File: src/rtl/serial_adder_pkg.sv
// serial_adder_pkg
// Shared definitions for the bit-serial adder: the FSM state encodings
// and the default operand width. Both the top level and the bench pull
// these in with import serial_adder_pkg::*.
package serial_adder_pkg;

    // Default operand/sum width. Legal range is 1 to 32.
    localparam int WIDTH_DEFAULT = 8;

    // State encodings. Downstream debug tools decode the raw state
    // register, so these values are fixed.
    localparam logic [1:0] IDLE_CODE = 2'b00;
    localparam logic [1:0] RUN_CODE  = 2'b01;
    localparam logic [1:0] DONE_CODE = 2'b10;

    typedef enum logic [1:0] {
        IDLE = IDLE_CODE,
        RUN  = RUN_CODE,
        DONE = DONE_CODE
    } state_t;

endpackage

File: src/rtl/serial_adder_fa.sv
// FA
// The team's 1-bit full adder. This is pure combinational logic.
// Ports:
//   iA, iB : input  - addend bits
//   iC     : input  - carry in
//   oS     : output - sum bit
//   oC     : output - carry out
module FA (
    input  logic iA,
    input  logic iB,
    input  logic iC,
    output logic oS,
    output logic oC
);

    assign oS = iA ^ iB ^ iC;
    assign oC = (iA & iB) | (iC & (iA ^ iB));

endmodule

File: src/rtl/serial_adder.sv
// serial_adder
// This is a bit-serial WIDTH-bit adder built around a single FA.
// After a start is accepted, the adder processes one bit pair per clock,
// starting with the least significant bit. A registered carry loops back
// into the FA. After WIDTH cycles, the full sum and carry-out are
// presented, together with a one-cycle done pulse.
// Ports:
//   iClk   : input  - clock, rising edge
//   iRst   : input  - synchronous active-high reset
//   iStart : input  - start request (ignored while busy)
//   iA, iB : input  - operands, captured on an accepted start
//   iCin   : input  - carry-in, captured on an accepted start
//   oBusy  : output - high while in RUN
//   oDone  : output - one-cycle pulse, oSum/oCout valid
//   oSum   : output - result register
//   oCout  : output - final carry-out
module serial_adder
    import serial_adder_pkg::*;
#(
    parameter int WIDTH = WIDTH_DEFAULT
) (
    input  logic             iClk,
    input  logic             iRst,
    input  logic             iStart,
    input  logic [WIDTH-1:0] iA,
    input  logic [WIDTH-1:0] iB,
    input  logic             iCin,
    output logic             oBusy,
    output logic             oDone,
    output logic [WIDTH-1:0] oSum,
    output logic             oCout
);

    // One extra counter bit means the counter never wraps, even for WIDTH=1.
    localparam int            CW       = $clog2(WIDTH) + 1;
    localparam logic [CW-1:0] LAST_BIT = CW'(WIDTH - 1);

    state_t           r_state;
    state_t           w_nextState;
    logic [WIDTH-1:0] r_aSr;
    logic [WIDTH-1:0] r_bSr;
    logic [WIDTH-1:0] r_sum;
    logic             r_carry;
    logic             r_cout;
    logic [CW-1:0]    r_count;
    logic             w_faSum;
    logic             w_faCarry;

    FA u_fa (
        .iA (r_aSr[0]),
        .iB (r_bSr[0]),
        .iC (r_carry),
        .oS (w_faSum),
        .oC (w_faCarry)
    );

    // State register.
    always_ff @(posedge iClk) begin
        if (iRst) begin
            r_state <= IDLE;
        end else begin
            r_state <= w_nextState;
        end
    end

    // Next-state logic. oBusy and oDone are decoded from the state
    // register only, so they have no combinational path from the inputs.
    always_comb begin
        w_nextState = r_state;
        oBusy       = 1'b0;
        oDone       = 1'b0;
        case (r_state)
            IDLE: begin
                if (iStart) begin
                    w_nextState = RUN;
                end
            end
            RUN: begin
                oBusy = 1'b1;
                if (r_count == LAST_BIT) begin
                    w_nextState = DONE;
                end
            end
            DONE: begin
                oDone       = 1'b1;
                w_nextState = iStart ? RUN : IDLE;
            end
            default: begin
                w_nextState = IDLE;
            end
        endcase
    end

    // Datapath.
    // The sum bit enters oSum from the MSB end. After WIDTH shifts, the
    // first (LSB) result bit has landed in bit 0. Shifts are written so
    // that they also work for WIDTH=1.
    always_ff @(posedge iClk) begin
        if (iRst) begin
            r_aSr   <= '0;
            r_bSr   <= '0;
            r_sum   <= '0;
            r_carry <= 1'b0;
            r_cout  <= 1'b0;
            r_count <= '0;
        end else begin
            case (r_state)
                IDLE, DONE: begin
                    if (iStart) begin
                        r_aSr   <= iA;
                        r_bSr   <= iB;
                        r_carry <= iCin;
                        r_count <= '0;
                        r_sum   <= '0;
                    end
                end
                RUN: begin
                    r_sum   <= (r_sum >> 1) | (WIDTH'(w_faSum) << (WIDTH - 1));
                    r_carry <= w_faCarry;
                    r_aSr   <= r_aSr >> 1;
                    r_bSr   <= r_bSr >> 1;
                    r_count <= r_count + CW'(1);
                    if (r_count == LAST_BIT) begin
                        r_cout <= w_faCarry;
                    end
                end
                default: begin
                end
            endcase
        end
    end

    assign oSum  = r_sum;
    assign oCout = r_cout;

endmodule

File: config.mk
export PLATFORM = sky130hd
export DESIGN_NAME = serial_adder
export DESIGN_NICKNAME = d
export VERILOG_FILES = /design/src/rtl/serial_adder_pkg.sv /design/src/rtl/serial_adder_fa.sv /design/src/rtl/serial_adder.sv
export SDC_FILE = /design/constraint.sdc
export NUM_CORES = 1
export LEC_CHECK = 0
export ABC_AREA = 1
export CAP_MARGIN = 10
export CORE_ASPECT_RATIO = 0.7
export CORE_UTILIZATION = 30
export CTS_CLUSTER_DIAMETER = 200
export DETAILED_ROUTE_END_ITERATION = 8
export PLACE_DENSITY = 0.49
export SLEW_MARGIN = 0
export SYNTH_ARGS = -nofsm -noshare
export SYNTH_HDL_FRONTEND = slang
export SYNTH_HIERARCHICAL = 1
export SYNTH_SLANG_ARGS = --single-unit
File: constraint.sdc
create_clock -name iClk -period 2.7 [get_ports iClk]
set_input_delay 0.405 -clock iClk [delete_from_list [all_inputs] [get_ports iClk]]
set_output_delay 0.405 -clock iClk [all_outputs]
set_load 0.005 [all_outputs]
**Yosys cells after proc, flatten, opt, wreduce, memory -nomap -nowiden**

Cells that the tools add are included.

- Register bits after elaboration: 32

- Equality and inequality tests: 6
- Multiplexer cells: 16
- Bitwise logic cells: 6
- Reduce and logical (&&, ||, !) cells: 6
- Add/sub/neg operators: 1

Operator list:

| operator | number |
|---|---|
| $pmux W8 S2 | 3 |
| $mux W8 | 3 |
| $or A7 B8 Y8 | 1 |
| $pmux W4 S2 | 1 |
| $ne A2 B2 Y1 const B | 3 |
| $pmux W2 S3 | 1 |
| $reduce_and A2 Y1 | 3 |
| $add A4 B1 Y4 const B | 1 |
| $eq A4 B3 Y1 const B | 1 |
| $mux W1 | 4 |
| $mux W2 | 2 |
| $mux W4 | 1 |
| $and A1 B1 Y1 | 2 |
| $eq A2 B1 Y1 const B | 1 |
| $eq A2 B2 Y1 const B | 1 |
| $logic_not A2 Y1 | 1 |
| $pmux W1 S2 | 1 |
| $reduce_bool A2 Y1 | 1 |
| $reduce_or A2 Y1 | 1 |
| $xor A1 B1 Y1 | 2 |
| $or A1 B1 Y1 | 1 |

**Logic depth before layout (Yosys ltp)**

- Depth in word-level cells: 4
- Mapped depth: 7
- Gate-level depth less buffers: 6

**Modules after synthesis**

The synthesis kept the hierarchy.

By module, submodules not included:

| module | area each (µm²) | seq. area each (µm²) | instances | cells an instance |
|---|---|---|---|---|
| serial_adder | 1,430.1 | 640.6 | 1 | 189 |
| FA | 20.0 | 0.0 | 1 | 1 |

**Worst setup path after synthesis**

No wires, ideal clock.

- Kind: reg2reg
- From: register r_aSr[0]
- To: register r_cout, in the netlist oCout
- Arrival time: 0.948 ns
- Required time: 2.585 ns
- Path buffers: 0
- Cell stages (with the launch flop): 6
- Library setup time: 0.115 ns
- Path slack: 1.637 ns
- Path through: dfxtp_1 > fa_1 > inv_1 > nand3_1 > nand2_1 > nor2_1

- Cells in the longest elaborated chain, start to end: 3

Ends and longest elaborated chain:

| what | RTL line | RTL |
|---|---|---|
| from (decl) | serial_adder.sv:40 | `logic [WIDTH-1:0] r_aSr;` |
| from (signal assigned) | serial_adder.sv:110 | `r_aSr <= iA;` |
| from (signal assigned) | serial_adder.sv:120 | `r_aSr <= r_aSr >> 1;` |
| $xor A1 B1 Y1 | serial_adder_fa.sv:17 | `assign oC = (iA & iB) \| (iC & (iA ^ iB));` |
| $and A1 B1 Y1 | serial_adder_fa.sv:17 |  |
| $or A1 B1 Y1 * | serial_adder_fa.sv:17 |  |
| via w_faCarry | serial_adder.sv:47 | `logic w_faCarry;` |
| to (signal assigned) | serial_adder.sv:124 | `r_cout <= w_faCarry;` |
| to (decl) | serial_adder.sv:44 | `logic r_cout;` |

Mark *: on every way through the listed nets, which the timed path passes. The rest lies on a longest branch.
A chain may end at the register's enable or synchronous reset.

**Worst setup path after layout**

- From: register r_state[0]
- To: output port oBusy

- Cells in the longest elaborated chain, start to end: 2

Ends and longest elaborated chain:

| what | RTL line | RTL |
|---|---|---|
| from (decl) | serial_adder.sv:38 | `state_t r_state;` |
| from (signal assigned) | serial_adder.sv:62 | `r_state <= w_nextState;` |
| $eq A2 B1 Y1 | serial_adder.sv:72 | `case (r_state)` |
| $mux W1 | serial_adder.sv:72 |  |
| to (decl) | serial_adder.sv:28 | `output logic oBusy,` |

No other way between the ends.

==> qor.yml <==
status: "finished clean"
comb_power_share: 0.148
rr_worst_depth: 4
grt_pass1_vias: 1315
io_pins: 31
hold_class: "register to register"
wl_mm: 3.506
power.net_switching_w: 0.0002899
first_pass_iters: 4
wl_met1_mm: 1.847
core_area_um2: 4479
cpPeakStageDelay_ns: 0.57
antenna_found_initial: 0
area_delta_synth_final_pct: 29.16
cts_resized: 0
holdBufCountCts: 0
seq_power_share: 0.456
cts.sinks: 32
wl_met3_um: 151
slew_headroom: 0.5746
hpwl_mm: 2.482
ir_worst_vdd_uv: 258.2
max-clock-path-buffers: 2
max_freq_mhz: 464.7
drtIter0Drc: 79
htree_num_levels: 2
crit_buf_inv: 3
portBuffers: 30
cts_tree: "yes"
layout-drive-gt1-share: 0.1193
cts_setup_buffers: 0
antenna_cells: 0
drtAntennaViolNets: 0
maxCapViolCount: 0
grtUsageTotal: 0.1545
start_kind: "register"
crit_required_ns: 2.30
p_int_w: 0.0008385
rsz0062_at_grt: "false"
final.min_clock_period_ns: 2.152
overflow: 0
synth.net_count: 212
cts-root-buf: "clkbuf_8"
critPathCaptureType: "output port"
crit_family: "buffers and inverters"
grt_pass1_wl_mm: 5.913
r2r_slack_ns: 0.90
synth_cell_types: 23
cts_buffers: 5
swShare: 0.2569
vias_per_cell: 4.806
final-setup-viol-count: 0
leakage_nw: 0.7255
setup_tns_ns: 0
die_w_um: 85.10
start_util: 0.3237
met2WireLength_mm: 1.478
drc: 0
path_max_fanout: 13
clkTransAtPathRegs_ns: 0.06
insertion_delay_ns: 0.28
power_w: 0.001128
synth_area_um2: 1450
top_layer_used: "met4"
dieArea_um2: 5120
crit_slowest_cell: "clkdlybuf4s50_1"
synth_cells: 190
fill_cells: 474
slew_violations: 0
die_h_um: 60.17
critPathKind: "register to output port"
power.share.clock: 0.396
via_count: 1312
gp_congestion: 0.6981
hold_viol_final: 0
path_depth: 4
fin_nets: 239
whs_path_depth: 2
power_density_nw_per_um2: 602.5
yosysWarnings: 6
wl_per_cell_um: 12.84
fin_crit_sh: 0.7971
final_util: 0.4182
avgSynthCellArea_um2: 7.632
worstPathCellList: "buf_4, inv_2, nor2_2, clkdlybuf4s50_1"
worstMarginPinSlew_ns: 0.6373
synth_seq_area_share: 0.4418
ys_seq_elements: 32
fp-row-count: 20
fin_skew_ns: 0.004476
arrival_ns: 1.75
grt_max_degree: 26
## final timing paths
| check | start | end |
|---|---|---|
| worst max-delay path | r_state[0]$_SDFFE_PP0P_ | oBusy |
| worst max register to register | r_state[1]$_SDFFE_PP0P_ | r_count[1]$_SDFFE_PP0P_ |
| worst min register to register | r_bSr[3]$_SDFFE_PP0P_ | r_bSr[2]$_SDFFE_PP0P_ |
| worst min-delay path | r_bSr[3]$_SDFFE_PP0P_ | r_bSr[2]$_SDFFE_PP0P_ |
## Yosys cell counts (all sizes together)
| cell | number | area share |
|---|---|---|
| nor2 | 9 | 0.032 |
| and2 | 1 | 0.0043 |
| ha | 1 | 0.0086 |
| inv | 15 | 0.039 |
| o22ai | 7 | 0.030 |
| nor3 | 1 | 0.0034 |
| clkbuf | 2 | 0.0052 |
| a21oi | 13 | 0.058 |
| o21ai | 7 | 0.024 |
| nand4 | 3 | 0.013 |
| fa | 1 | 0.014 |
| buf | 10 | 0.045 |
| dfxtp | 32 | 0.44 |
| nand3 | 39 | 0.15 |
| nand2 | 49 | 0.13 |
## flip-flops by register name (all words and copies together), names as in the netlist
name / cells
r_count: 4
r_state: 2
oCout: 1
r_aSr: 8
r_bSr: 8
oSum: 8
r_carry: 1
## cells in the final DEF (no fill, tap or decap), drive strengths merged
cell type,Yosys,final
fa,1,1
buf,10,2
clkinv,0,1
ha,1,1
o22ai,7,7
and2,1,1
bufinv,0,1
clkinvlp,0,1
a21oi,13,13
o21ai,7,7
clkbuf,2,5
nand3,39,39
nor3,1,1
inv,15,15
nor2,9,9
dfxtp,32,32
nand4,3,3
clkdlybuf4s50,0,30
nand2,49,49
## power groups by stage
stage | Clock [W] | Combinational, W | Sequential [W]
final | 0.000447 | 0.000167 | 0.000515
after global routing | 0.000490 | 0.000187 | 0.000517
after CTS | 0.000461 | 0.000168 | 0.000514
after detailed placement | 0 | 0.000167 | 0.000525
after global placement | 0 | 0.000163 | 0.000525
after floorplan | 0 | 0.000112 | 0.000523
## through the flow
step	instances	worst slack [ns]	cell area, µm²	hold WS, ns
finish	273	0.5479	1873	0.4701
global route	273	0.4587	1873	0.4933
CTS	273	0.5397	1873	0.4764
detailed placement	265	0.4581	1762	0.4633
global placement	265	0.5645	1762	0.4572
floorplan	190	1.637	1450	0.4357
## routing by layer
metal	GRT usage	vias up
met4	0.05327	0
met1	0.1990	604
li1	-	681
met3	0.04834	4
met5	0	-
met2	0.2477	23
## final cells by class
cell class                 instances  area, µm²  share of cell area
sequential                        32      640.6              0.3420
multi-input combinational        131      680.7              0.3634
inverter                          15      56.30             0.03006
tap                               55      68.82             0.03674
timing repair buffer              32      315.3              0.1683
clock inverter                     3      42.54             0.02271
clock buffer                       5      68.82             0.03674
## cell families after synthesis
logic type | share of synthesized area
buffers and inverters | 0.08887
adders and majority gates | 0.02243
DFF | 0.4418
and+or+nand+nor | 0.3348
AOI/OAI and AO/OA | 0.1122
## tightest hold or removal path, stage by stage (launching register included)
cell	delay, ns
dfxtp_1	0.33
nand2_1	0.05
nand3_1	0.06
No activity file was read; power rests on OpenSTA's default activity.
